$ cat src/rtl/alu_wb_stage_pkg.sv
// Shared definitions for the ALU write-back stage: flag bit positions,
// condition codes and ALU op codes.
package alu_wb_stage_pkg;

    localparam int unsigned FLAG_W = 4;
    localparam int unsigned OP_W   = 4;
    localparam int unsigned COND_W = 4;

    localparam int unsigned FLAG_V = 0;
    localparam int unsigned FLAG_C = 1;
    localparam int unsigned FLAG_Z = 2;
    localparam int unsigned FLAG_S = 3;

    typedef enum logic [COND_W-1:0] {
        COND_AL = 4'b0000,
        COND_EQ = 4'b0001,
        COND_NE = 4'b0010,
        COND_LT = 4'b0011,
        COND_GE = 4'b0100,
        COND_CS = 4'b0101,
        COND_CC = 4'b0110,
        COND_MI = 4'b0111,
        COND_PL = 4'b1000,
        COND_VS = 4'b1001,
        COND_VC = 4'b1010,
        COND_NV = 4'b1011
    } cond_e;

    localparam logic [OP_W-1:0] OP_ADD = 4'd0;
    localparam logic [OP_W-1:0] OP_SUB = 4'd1;
    localparam logic [OP_W-1:0] OP_MUL = 4'd2;
    localparam logic [OP_W-1:0] OP_DIV = 4'd3;
    localparam logic [OP_W-1:0] OP_MOD = 4'd4;

endpackage

$ cat src/rtl/alu_wb_stage_cond_check.sv
// Combinational evaluation of an execution condition code against a flag set.
module cond_check
    import alu_wb_stage_pkg::*;
(
    input  logic [FLAG_W-1:0] flags,
    input  logic [COND_W-1:0] cond,
    output logic              pass
);

    logic v;
    logic c;
    logic z;
    logic s;

    assign v = flags[FLAG_V];
    assign c = flags[FLAG_C];
    assign z = flags[FLAG_Z];
    assign s = flags[FLAG_S];

    // Codes above VC, including the NV encoding itself, never execute.
    always_comb begin
        pass = 1'b0;
        case (cond_e'(cond))
            COND_AL: pass = 1'b1;
            COND_EQ: pass = z;
            COND_NE: pass = !z;
            COND_LT: pass = s ^ v;
            COND_GE: pass = !(s ^ v);
            COND_CS: pass = c;
            COND_CC: pass = !c;
            COND_MI: pass = s;
            COND_PL: pass = !s;
            COND_VS: pass = v;
            COND_VC: pass = !v;
            default: pass = 1'b0;
        endcase
    end

endmodule

$ cat src/rtl/alu_wb_stage.sv
// ALU write-back stage: 2-entry in-order skid buffer toward the register file,
// with condition evaluation and the committed flag register.
module alu_wb_stage
    import alu_wb_stage_pkg::*;
#(
    parameter int unsigned WIDTH = 32,
    parameter int unsigned RADDR = 4
) (
    input  logic              clk,
    input  logic              rst,
    input  logic              in_valid,
    output logic              in_ready,
    input  logic [WIDTH-1:0]  resultado,
    input  logic [FLAG_W-1:0] flagsResult,
    input  logic [OP_W-1:0]   operacion,
    input  logic [RADDR-1:0]  rd,
    input  logic              set_flags,
    input  logic [COND_W-1:0] cond,
    input  logic              flush,
    input  logic              out_ready,
    output logic              out_valid,
    output logic [WIDTH-1:0]  out_result,
    output logic [RADDR-1:0]  out_rd,
    output logic [OP_W-1:0]   out_op,
    output logic              out_we,
    output logic [FLAG_W-1:0] flags_q
);

    localparam int unsigned DEPTH = 2;
    localparam int unsigned CNT_W = 2;

    typedef struct packed {
        logic [WIDTH-1:0] result;
        logic [RADDR-1:0] rd;
        logic [OP_W-1:0]  op;
        logic             we;
    } entry_t;

    entry_t             mem_q [DEPTH];
    entry_t             mem_d [DEPTH];
    logic [CNT_W-1:0]   count_q;
    logic [CNT_W-1:0]   count_d;
    logic               wr_ptr_q;
    logic               wr_ptr_d;
    logic               rd_ptr_q;
    logic               rd_ptr_d;
    logic [FLAG_W-1:0]  flags_d;

    logic               cond_pass;
    logic               push;
    logic               pop;
    entry_t             in_entry;
    entry_t             head;

    // Condition is judged against the flags held before the accepting edge.
    cond_check u_cond_check (
        .flags (flags_q),
        .cond  (cond),
        .pass  (cond_pass)
    );

    assign in_ready  = (count_q != CNT_W'(DEPTH));
    assign out_valid = (count_q != '0);
    assign push      = in_valid && in_ready;
    assign pop       = out_valid && out_ready;

    always_comb begin
        in_entry        = '0;
        in_entry.result = resultado;
        in_entry.rd     = rd;
        in_entry.op     = operacion;
        in_entry.we     = cond_pass;
    end

    // Next state; flush wins over push, pop and any flag update.
    always_comb begin
        mem_d    = mem_q;
        count_d  = count_q;
        wr_ptr_d = wr_ptr_q;
        rd_ptr_d = rd_ptr_q;
        flags_d  = flags_q;
        if (flush) begin
            count_d  = '0;
            wr_ptr_d = 1'b0;
            rd_ptr_d = 1'b0;
        end else begin
            if (push) begin
                mem_d[wr_ptr_q] = in_entry;
                wr_ptr_d        = !wr_ptr_q;
                if (set_flags && cond_pass) begin
                    flags_d = flagsResult;
                end
            end
            if (pop) begin
                rd_ptr_d = !rd_ptr_q;
            end
            count_d = count_q + CNT_W'(push) - CNT_W'(pop);
        end
    end

    always_ff @(posedge clk or negedge rst) begin
        if (!rst) begin
            for (int unsigned i = 0; i < DEPTH; i++) begin
                mem_q[i] <= '0;
            end
            count_q  <= '0;
            wr_ptr_q <= 1'b0;
            rd_ptr_q <= 1'b0;
            flags_q  <= '0;
        end else begin
            mem_q    <= mem_d;
            count_q  <= count_d;
            wr_ptr_q <= wr_ptr_d;
            rd_ptr_q <= rd_ptr_d;
            flags_q  <= flags_d;
        end
    end

    // Head presentation, zeroed while the buffer is empty.
    always_comb begin
        head       = mem_q[rd_ptr_q];
        out_result = '0;
        out_rd     = '0;
        out_op     = '0;
        out_we     = 1'b0;
        if (out_valid) begin
            out_result = head.result;
            out_rd     = head.rd;
            out_op     = head.op;
            out_we     = head.we;
        end
    end

    a_no_overflow:  assert property (@(posedge clk) disable iff (!rst)
                                     !(push && (count_q == CNT_W'(DEPTH))));
    a_no_underflow: assert property (@(posedge clk) disable iff (!rst)
                                     !(pop && (count_q == '0)));
    a_count_range:  assert property (@(posedge clk) disable iff (!rst)
                                     (count_q <= CNT_W'(DEPTH)));

endmodule

$ cat config.mk
export PLATFORM = sky130hd
export DESIGN_NAME = alu_wb_stage
export DESIGN_NICKNAME = d
export VERILOG_FILES = /design/src/rtl/alu_wb_stage_pkg.sv /design/src/rtl/alu_wb_stage_cond_check.sv /design/src/rtl/alu_wb_stage.sv
export SDC_FILE = /design/constraint.sdc
export NUM_CORES = 1
export LEC_CHECK = 0
export BUFFER_PORTS_ARGS = -buffer_cell sky130_fd_sc_hd__buf_2
export CORE_MARGIN = 3
export CORE_UTILIZATION = 50
export DETAILED_ROUTE_END_ITERATION = 8
export PLACE_DENSITY = 0.87
export SYNTH_ARGS = -nofsm -noshare
export SYNTH_HDL_FRONTEND = slang
export SYNTH_SLANG_ARGS = --single-unit
$ cat constraint.sdc
create_clock -name clk -period 4.58 [get_ports clk]
set_input_delay 0.458 -clock clk [delete_from_list [all_inputs] [get_ports clk]]
set_output_delay 0.458 -clock clk [all_outputs]
set_load 0.05 [all_outputs]
==> metrics.md, run 1 <==
| Metric | Value |
|---|---|
| Final hold violation count | `0` |
| Worst R2R End | `count_q[1]$_DFF_PN0_` |
| Via count | `2757` |
| Worst Path Arrival | `around 2.2 ns` |
| Max rail drop VDD | `between 0.0004 and 0.0005 V` |
| Ys flop type | `dfrtp_1` |
| Hold_buf cts | `0` |
| GR peak layer | `met2` |
| Worst Skew | `roughly 0.0096 ns` |
| Lkg Pwr | `about 2.3 nW` |
| Top cells by count, synth | `dfrtp_1, mux2_2, nor2_1` |
| Non-Filler Instances | `519` |
| Cell count of the worst reg-to-reg path | `9` |
| Synth area leaders | `dfrtp_1, mux2_2, mux2i_1` |
| Final setup TNS | `0 ns` |
| All-Layer GR Usage | `around 18%` |
| Starting density of the core | `52.8%` |
| Int Pwr | `between 2 and 2.5 mW` |
| Die Area | `9450 µm²` |
| Port Buffers | `100` |
| Crit-path max FO | `24` |
| Die Wd | `between 90 and 100 µm` |
| Post-CTS Setup Bufs | `0` |
| Die Ht | `approximately 97 µm` |
| Vias in the first global route | `2971` |
| Slew HR | `28.7%` |
| Clock Power Share | `14.5%` |
| Setup CP Type | `reg -> out` |
| Measured slew at the worst slew-check pin | `1.07 ns` |
| Max Freq | `around 0.38 GHz` |
| Startpoint types | `flip-flop` |
| Origin of the critical flop-to-flop path | `count_q[1]$_DFF_PN0_` |
| Final Slew Violations | `0` |
| DRC viols | `0` |
| Max Cap Violations | `0` |
| Post-Syn Area per Cell | `13.2 µm²` |
| Resized cells post-CTS | `0` |
| Worst Path Required | `4.12 ns` |
| Final period utilization | `approximately 58%` |
| Layout cells sized above 1 | `between 40% and 50%` |
| Met3 usage | `3.30%` |
| RSZ-0062 raised after global routing | `no` |
| Synth cell types | `30` |
| Post-synth EDFFs | `0` |
| Num CTS Buffers | `9` |
| Register area share after synthesis | `between 50% and 60%` |
| 1st-iter DRT viols | `approximately 120` |
| Post-Synthesis Cells | `316` |
| Yosys warns | `0` |
| DRT Wirelength | `8080 µm` |
| HPWL after DPL | `5580 µm` |
| Count leader, synth | `dfrtp_1` |
| Setup crit end kind | `output port` |
| Syn Nets | `372` |
| Congestion Overflow GR | `0` |
| Clk sinks | `90` |
| Yosys top cell area share | `roughly 54%` |
| N_diodes | `0` |
| # rows | `32` |
| Synth Cell Area | `approximately 4200 µm²` |
| Pwr Density | `803 nW/µm²` |
| H-tree depth | `3` |
| Sw Pwr | `about 1.8 mW` |
| Min-Delay Path Class | `in -> async` |
| Area leader, netlist | `dfrtp_1` |
| Gate power share | `50.0%` |
| Reg clk slew, reported paths | `about 0.090 ns` |
| Switching part of the total power | `between 40% and 50%` |
| Routing usage on met2 | `~32%` |
| Layout overhead on the synthesized area | `19.4%` |
| Cell area after layout | `4970 µm²` |
| Setup violations, final | `0` |
| Nets@finish | `469` |
| First-pass GRT wire length | `13800 µm` |
| Number of synthesized register bits | `90` |
| Root Driver | `clkbuf_8` |
| Min cycle time layout | `around 2.7 ns` |
| Reg power frac | `between 30% and 40%` |
| Placed cell count | `504` |
| Latest clock arrival within the worst-skew pair | `about 0.34 ns` |
| Pin count of the biggest net entering global routing | `slightly above 60` |
| # IOs | `101` |
| FFs w/ async S/R, synth | `100%` |
| Placer Congestion | `about 0.77` |
| GR Util met1 | `20.3%` |
| Status | `complete, no violations` |
| Antenna violations before repair | `0` |
| WL/cell | `15.6 µm` |
| DRT Pass-1 Iters | `4` |
| CTS tree | `done` |
| Area post-placement | `about 4800 µm²` |
| Clock Tree Buf Depth | `2` |
| Reg2reg setup slack | `between 2 and 2.5 ns` |
| Core Box Area | `between 7000 and 8000 µm²` |
| Via/cell ratio | `about 5.3` |
| ANT nets after route | `0` |
[registers in the layout, indices dropped and copies added, names as in the netlist]
name	flops
count_q	2
rd_ptr_q	1
mem_q	82
flags_q	4
wr_ptr_q	1
[cell families after synthesis]
logic type	Yosys count	share of synthesized area, %
muxes	127	33.5
DFF	90	54.1
and+or+nand+nor	63	6.82
buffers and inverters	21	2.25
AOI/OAI and AO/OA	8	1.65
xor gates and xnor gates	5	1.05
adders and majority gates	2	0.601
[cell type report]
cell class                      instances  area (µm²)
Tap cell                              102         128
Inverter                                4        15.0
Fill cell                             647        2920
Sequential cell                        90        2250
Multi-Input combinational cell        205        1830
Clock inverter                          5        78.8
Clock buffer                           10         138
Timing Repair Buffer                  103         526
[power groups by stage]
| stage | Clock (mW) | Combinational (mW) | Sequential [mW] |
|---|---|---|---|
| after floorplan | 0 | 1.58 | 1.41 |
| after global placement | 0 | 1.98 | 1.41 |
| after detailed placement | 0 | 2.02 | 1.44 |
| after CTS | 0.601 | 2.02 | 1.42 |
| after global routing | 0.628 | 2.14 | 1.47 |
| final | 0.580 | 2.00 | 1.42 |
[per-layer routing]
metal  part of all wire (%)  vias up  wire length (µm)
met5                      0        -                 0
met4                    2.9        0               236
met1                     41     1380              3300
met3                    4.2       17               338
li1                       -     1296                 -
met2                     52       64              4210
[through the flow]
step	total power, mW	utilization [%]	hold slack [ns]	setup WS [ns]
finish	3.99	63.0	0.0209	1.93
global route	4.24	63.0	0.0298	1.80
CTS	4.04	63.0	0.0198	1.89
detailed placement	3.45	60.3	0.400	2.04
global placement	3.39	60.3	0.397	2.12
floorplan	2.99	-	0.162	2.51
[critical path, cell delays in order, from the launching register on]
cell     delay, ns
dfrtp_2       0.76
buf_4         0.50
mux2i_1       0.28
nor2_1        0.06
buf_2         0.25
[worst max path at each step]
stage,start,endpoint,slack (ns),cells after the start
finish,rd_ptr_q$_DFFE_PN0P_,out_result[9],1.93,4
global route,count_q[1]$_DFF_PN0_,count_q[1]$_DFF_PN0_,1.80,9
CTS,rd_ptr_q$_DFFE_PN0P_,out_result[9],1.89,4
detailed placement,count_q[1]$_DFF_PN0_,count_q[1]$_DFF_PN0_,2.04,9
global placement,count_q[1]$_DFF_PN0_,count_q[1]$_DFF_PN0_,2.12,9
floorplan,count_q[1]$_DFF_PN0_,count_q[1]$_DFF_PN0_,2.51,9
[cell usage in the layout, fill, tap and decap left out, drive strengths merged]
cell,n
inv,4
ha,2
a41o,1
mux2,86
dfrtp,90
nand3b,2
nand2b,3
o32a,1
bufinv,2
o211ai,1
nor3,1
nor2b,2
nor2,47
nand3,1
clkbuf,10
and2,1
nand4b,1
clkinv,3
o22ai,1
or2,1
buf,103
xnor2,3
mux2i,41
xor2,2
nand2,3
a211o,1
nand4,1
o21ai,3
Power figures use the tool's default switching activity.
==> inputs of run 2 (changes only) <==
--- a/config.mk
+++ b/config.mk
@@ -7,9 +7,9 @@
 export LEC_CHECK = 0
 export BUFFER_PORTS_ARGS = -buffer_cell sky130_fd_sc_hd__buf_2
 export CORE_MARGIN = 3
-export CORE_UTILIZATION = 50
+export CORE_UTILIZATION = 48
 export DETAILED_ROUTE_END_ITERATION = 8
-export PLACE_DENSITY = 0.87
+export PLACE_DENSITY = 0.88
 export SYNTH_ARGS = -nofsm -noshare
 export SYNTH_HDL_FRONTEND = slang
 export SYNTH_SLANG_ARGS = --single-unit
==> constraint.sdc (replaced) <==
create_clock -name clk -period 2.4 [get_ports clk]
set_input_delay 0.24 -clock clk [delete_from_list [all_inputs] [get_ports clk]]
set_output_delay 0.24 -clock clk [all_outputs]
set_load 0.05 [all_outputs]
==> run 2 against run 1 <==
Against the previous run:
- design area rose by 2.0%
- clock-buffer cell count rose by 1
- die area rose by 3.9%
- sequential share of layout area decreased by 0.88 points
- sequential power is 90% higher
- routed wire length is 2.7% higher
- register-to-register slack got worse by 1.5 ns
- critical path type unchanged
- sequential cell count unchanged
- highest routed layer unchanged
==> metrics.md, run 2 (synthesized netlist as in run 1, its figures left out) <==
| Metric | Value |
|---|---|
| DRT Wirelength | `8300 µm (+2.7%)` |
| Resized cells post-CTS | `0 (unchanged)` |
| Worst Setup SP | `rd_ptr_q$_DFFE_PN0P_` |
| Crit-path max FO | `17 (-29%)` |
| H-tree depth | `3 (unchanged)` |
| Worst Skew | `0.00755 ns (-0.00204 ns)` |
| Via count | `2726 (-1.1%)` |
| Core Box Area | `8300 µm² (+5.2%)` |
| WL/cell | `15.7 µm (+0.58%)` |
| Nets@finish | `476 (+1.5%)` |
| Min-Delay Path Class | `in -> reg` |
| CP peak stage delay | `0.66 ns (-0.10 ns)` |
| ANT nets after route | `0 (unchanged)` |
| Die Ht | `99.1 µm (+1.9%)` |
| Startpoint types | `flip-flop` |
| Total power | `7.70 mW (+93%)` |
| Commonest non-fill, non-tap cell in the layout | `buf_2` |
| Switching part of the total power | `45.3% (-0.20 points)` |
| Flip-flop count of the largest register after layout | `82 (unchanged)` |
| Max Freq | `0.504 GHz` |
| Final Slew Violations | `0 (unchanged)` |
| Final setup TNS | `0 ns (unchanged)` |
| Layout cells sized above 1 | `44.0% (+0.59 points)` |
| Worst Path Arrival | `1.74 ns (-0.45 ns)` |
| Min cycle time layout | `~2.0 ns` |
| Setup CP Type | `reg -> out` |
| Latest clock arrival within the worst-skew pair | `0.33 ns (about the same)` |
| Vias in the first global route | `3027 (+1.9%)` |
| Max rail drop VDD | `0.000876 V (+110%)` |
| Gate power share | `50.5% (+0.5 points)` |
| Slew HR | `64.3% (+36 points)` |
| Die Wd | `99.1 µm (+1.9%)` |
| Final hold violation count | `0 (unchanged)` |
| DRC viols | `0 (unchanged)` |
| Pin count of the biggest net entering global routing | `42 (-32%)` |
| Clock Power Share | `14.4% (about the same)` |
| Max Cap Violations | `0 (unchanged)` |
| First-pass GRT wire length | `14100 µm (+1.9%)` |
| Clk sinks | `90 (unchanged)` |
| CP cell instances | `buf_12 -> mux2i_1 -> nor2_1 -> buf_2` |
| Int Pwr | `4.22 mW (+94%)` |
| Status | `complete, no violations` |
| WP buf/inv | `2 (unchanged)` |
| Slowest-stage cell, CP | `dfrtp_2` |
| # IOs | `101 (unchanged)` |
| Final period utilization | `82.6%` |
| Lkg Pwr | `2.36 nW (+1.7%)` |
| 1st-iter DRT viols | `57 (-53%)` |
| Sw Pwr | `3.48 mW (+92%)` |
| Kind of cell adding the most delay to the critical path | `flip-flops` |
| Reg power frac | `35.1% (-0.4 points)` |
| Measured slew at the worst slew-check pin | `0.535 ns (-0.530 ns)` |
| DRT Pass-1 Iters | `4 (unchanged)` |
| N_diodes | `0 (unchanged)` |
| Clock Tree Buf Depth | `2 (unchanged)` |
| Via/cell ratio | `5.14 (-3.2%)` |
| Origin of the critical flop-to-flop path | `count_q[0]$_DFF_PN0_` |
| # rows | `33 (+3.1%)` |
| Finished Core Util | `61.1% (-1.9 points)` |
| Pwr Density | `1520 nW/µm² (+89%)` |
| Placer Congestion | `0.758 (-1.8%)` |
| RSZ-0062 raised after global routing | `no` |
| Setup crit end kind | `output port` |
| Die Area | `9820 µm² (+3.9%)` |
| Root Driver | `clkbuf_8` |
| Setup violations, final | `0 (unchanged)` |
| Top reg by flops | `mem_q` |
| HPWL after DPL | `5820 µm (+4.3%)` |
| Congestion Overflow GR | `0 (unchanged)` |
| Worst Path Required | `2.16 ns (-1.96 ns)` |
| Starting density of the core | `50.1% (-2.6 points)` |
| Biggest regs | `mem_q: 82 flops, flags_q: 4 flops, count_q: 2 flops` |
| Port Buffers | `100 (unchanged)` |
| Most frequent cells in the layout | `buf_2, dfrtp_1, mux2_2` |
| Reg clk slew, reported paths | `0.09 ns (about the same)` |
| Antenna violations before repair | `0 (unchanged)` |
| Hold_sp | `resultado[27]` |
| CTS tree | `done` |
| All-Layer GR Usage | `17.7% (-0.11 points)` |
| Layout overhead on the synthesized area | `21.8%` |
| Num CTS Buffers | `9 (unchanged)` |
-- run 2: layout make-up --
type / count / area, µm²
repair buffers: 110 / 618
well taps: 105 / 131
clock inverters: 5 / 77.6
fillers: 690 / 3230
inverters: 4 / 15.0
clock buffers: 11 / 141
flip-flops and latches: 90 / 2250
multi-input cells: 205 / 1830
-- run 2: power by group through the flow --
| stage | sequential (mW) | clock [mW] | combinational (mW) |
|---|---|---|---|
| 2_1_floorplan | 2.69 | 0 | 3.01 |
| 3_3_place_gp | 2.67 | 0 | 3.84 |
| 3_5_place_dp | 2.74 | 0 | 3.93 |
| 4_1_cts | 2.71 | 1.15 | 3.94 |
| 5_1_grt | 2.81 | 1.21 | 4.16 |
| 6_report | 2.70 | 1.11 | 3.89 |
-- run 2: per-layer routing --
metal	track usage, %	share of wire, %	up-vias
li1	-	-	1306
met1	20.3	43	1355
met2	33.2	52	63
met3	4.35	4.9	2
met4	3.78	0.17	0
met5	0	0	-
-- run 2: metrics by stage --
step / worst slack [ns] / hold slack (ns) / cell area (µm²) / instances
2_1_floorplan: 0.330 / -0.0556 / 4160 / 316
3_3_place_gp: 0.631 / 0.248 / 4840 / 513
3_5_place_dp: 0.583 / 0.252 / 4840 / 513
4_1_cts: 0.383 / 0.115 / 5070 / 530
5_1_grt: 0.310 / 0.113 / 5070 / 530
6_report: 0.417 / 0.129 / 5070 / 530
-- run 2: final timing paths --
| path | slack, ns | cells after the start | to |
|---|---|---|---|
| min | 0.13 | 2 | mem_q[36]$_DFFE_PN0P_ |
| min reg2reg | 0.49 | 1 | mem_q[52]$_DFFE_PN0P_ |
| min in group asynchronous | 0.42 | 2 | mem_q[33]$_DFFE_PN0P_ |
| max | 0.42 | 4 | out_result[28] |
| max in group asynchronous | 1.31 | 3 | mem_q[55]$_DFFE_PN0P_ |
| max reg2reg | 0.59 | 6 | mem_q[1]$_DFFE_PN0P_ |
-- run 2: timing repair --
action	CTS	global route
hold endpoints to repair	37	0
setup buffers	0	0
hold buffers	1	0
-- run 2: worst reg2reg max path: stages (launching register included) --
cell	delay [ns]
dfrtp_1	0.42
nand2b_1	0.18
nand2_1	0.19
nor2_1	0.07
nand2_2	0.07
buf_4	0.36
mux2_2	0.40
==> inputs of run 3 (changes only) <==
--- a/config.mk
+++ b/config.mk
@@ -7,9 +7,9 @@
 export LEC_CHECK = 0
 export BUFFER_PORTS_ARGS = -buffer_cell sky130_fd_sc_hd__buf_2
 export CORE_MARGIN = 3
-export CORE_UTILIZATION = 48
+export CORE_UTILIZATION = 50
 export DETAILED_ROUTE_END_ITERATION = 8
-export PLACE_DENSITY = 0.88
+export PLACE_DENSITY = 0.87
 export SYNTH_ARGS = -nofsm -noshare
 export SYNTH_HDL_FRONTEND = slang
 export SYNTH_SLANG_ARGS = --single-unit
==> constraint.sdc (replaced) <==
create_clock -name clk -period 1.98 [get_ports clk]
set_input_delay 0.198 -clock clk [delete_from_list [all_inputs] [get_ports clk]]
set_output_delay 0.198 -clock clk [all_outputs]
set_load 0.05 [all_outputs]
==> run 3 against run 2 <==
Against the previous run:
- sequential cell count is the same
- via count grew 2.2%
- design area grew 0.42%
- cell count shrank 0.75%
- worst setup slack lost 0.32 ns
- critical path type unchanged
- clock skew shrank 0.0018 ns
- die area shrank 3.8%
- clock-buffer cell count shrank 2
- critical path depth is the same
- total power grew 22%
- clock power grew 23%
==> metrics.md, run 3 (synthesized netlist as in run 1, its figures left out) <==
| Metric | Value |
|---|---|
| Status | `complete, no violations` |
| Final WS setup | `0.0982 ns (-0.318 ns)` |
| RSZ-0062 raised after global routing | `no` |
| Pin count of the biggest net entering global routing | `49 (+17%)` |
| Placed cell count | `509 (-0.78%)` |
| Die Wd | `97.2 µm (-1.9%)` |
| Flip-flop count of the largest register after layout | `82 (unchanged)` |
| Total power | `9.40 mW (+22%)` |
| All-Layer GR Usage | `19.1% (+1.4 points)` |
| ANT nets after route | `0 (unchanged)` |
| Clock Tree Buf Depth | `2 (unchanged)` |
| Lkg Pwr | `2.37 nW (about the same)` |
| Slew HR | `63.2% (-1.2 points)` |
| Fillers | `591 (-14%)` |
| Port Buffers | `100 (unchanged)` |
| Post-Place Setup Slack | `0.203 ns (-0.380 ns)` |
| Max Freq | `0.531 GHz` |
| Root Driver | `clkbuf_8` |
| Slowest-stage cell, CP | `dfrtp_4` |
| Most frequent cells in the layout | `buf_2, dfrtp_1, mux2_2` |
| Placer Congestion | `0.716 (-5.5%)` |
| First-pass GRT wire length | `14500 µm (+3.3%)` |
| Final setup TNS | `0 ns (unchanged)` |
| Clk sinks | `90 (unchanged)` |
| Non-Filler Instances | `526 (-0.75%)` |
| HPWL after DPL | `6000 µm (+3.2%)` |
| Final Slew Violations | `0 (unchanged)` |
| Max rail drop VDD | `0.000946 V (+8.1%)` |
| N_diodes | `0 (unchanged)` |
| Measured slew at the worst slew-check pin | `0.553 ns (+0.0173 ns)` |
| Antenna violations before repair | `0 (unchanged)` |
| Min cycle time layout | `1.88 ns` |
| Layout cells sized above 1 | `44.6% (+0.58 points)` |
| Reg2reg setup slack | `0.15 ns (-0.44 ns)` |
| Vias in the first global route | `3038 (+0.36%)` |
| DRC viols | `0 (unchanged)` |
| Reg clk slew, reported paths | `0.09 ns (about the same)` |
| 1st-iter DRT viols | `79 (+39%)` |
| Layout overhead on the synthesized area | `22.3%` |
| Final hold violation count | `0 (unchanged)` |
| CP peak stage delay | `0.60 ns (-0.06 ns)` |
| WP buf/inv | `2 (unchanged)` |
| Latest clock arrival within the worst-skew pair | `0.35 ns (+0.02 ns)` |
| Nets@finish | `475 (-0.21%)` |
| Max Cap Violations | `0 (unchanged)` |
| # IOs | `101 (unchanged)` |
| Starting density of the core | `52.8% (+2.6 points)` |
| Finished Core Util | `64.5% (+3.5 points)` |
| Setup crit end kind | `output port` |
| Die Ht | `97.2 µm (-1.9%)` |
| Worst Path Arrival | `1.68 ns (-0.06 ns)` |
| Setup violations, final | `0 (unchanged)` |
| Core Box Area | `7890 µm² (-5.0%)` |
| Top reg by flops | `mem_q` |
| Kind of cell adding the most delay to the critical path | `flip-flops` |
| Min-Delay Path Class | `in -> reg` |
| Pwr Density | `1850 nW/µm² (+22%)` |
| Setup CP Type | `reg -> out` |
| Commonest non-fill, non-tap cell in the layout | `buf_2` |
| Congestion Overflow GR | `0 (unchanged)` |
| Via count | `2785 (+2.2%)` |
| Crit-path max FO | `16 (-1)` |
| Biggest regs | `mem_q: 82 flops, flags_q: 4 flops, count_q: 2 flops` |
| Num CTS Buffers | `9 (unchanged)` |
| Worst Skew | `0.00575 ns (-0.00180 ns)` |
| Area post-placement | `4860 µm² (+0.34%)` |
| DRT Pass-1 Iters | `4 (unchanged)` |
| CTS tree | `done` |
| DRT Wirelength | `8710 µm (+4.9%)` |
| CP cell instances | `buf_12 -> mux2i_1 -> nor2_1 -> buf_2` |
| H-tree depth | `3 (unchanged)` |
| # rows | `32 (-3.0%)` |
| Cell area after layout | `5090 µm² (+0.42%)` |
| Worst Path Required | `1.78 ns (-0.38 ns)` |
| Worst hold margin | `0.0697 ns (-0.0596 ns)` |
| WL/cell | `16.6 µm (+5.7%)` |
| Via/cell ratio | `5.29 (+2.9%)` |
| Startpoint types | `flip-flop` |
| Final period utilization | `between 90 and 100%` |
| Die Area | `9450 µm² (-3.8%)` |
run 3: cell count changes in the layout (fill, tap and decap cells not counted), sizes merged:
cell	before	now
clkbuf	11	9
clkinvlp	1	2
buf	109	108
clkinv	2	3
run 3: power breakdown:
| group | leakage (nW) | switching, mW | internal, mW | total, mW |
|---|---|---|---|---|
| clock | 0.105 | 0.650 | 0.708 | 1.36 |
| combinational | 1.19 | 3.12 | 1.65 | 4.77 |
| sequential | 1.07 | 0.535 | 2.74 | 3.28 |
| total | 2.37 | 4.30 | 5.10 | 9.40 |
run 3: layout make-up:
class | instances | area, µm² | share of cell area [%]
sequential | 90 | 2260 | 44.3
timing repair buffer | 109 | 639 | 12.6
inverter | 4 | 15.0 | 0.295
tap | 102 | 128 | 2.51
clock inverter | 7 | 93.8 | 1.84
multi-input combinational | 205 | 1830 | 36.0
clock buffer | 9 | 124 | 2.43
run 3: path summary, 6_finish.rpt:
| check | end | start | cells after the start |
|---|---|---|---|
| worst max-delay path | out_result[22] | rd_ptr_q$_DFFE_PN0P_ | 4 |
| worst min-delay path | mem_q[16]$_DFFE_PN0P_ | resultado[7] | 2 |
| worst max register to register | count_q[1]$_DFF_PN0_ | count_q[0]$_DFF_PN0_ | 8 |
| worst min register to register | mem_q[78]$_DFFE_PN0P_ | mem_q[78]$_DFFE_PN0P_ | 1 |
| max in group asynchronous | mem_q[40]$_DFFE_PN0P_ | rst | 3 |
| min in group asynchronous | mem_q[58]$_DFFE_PN0P_ | rst | 2 |
run 3: repair_timing:
item,in CTS,in global routing
setup endpoints to repair,1,31
hold buffers,1,0
hold endpoints to repair,42,0
cloned,0,0
setup buffers,0,0
resized for setup,1,1
run 3: metal layers:
metal	global-route usage (%)	up-vias	share of wire (%)
met5	0	-	0
met3	5.03	16	4.3
met4	5.96	0	1.9
li1	-	1306	-
met1	21.6	1395	40
met2	35.0	68	53
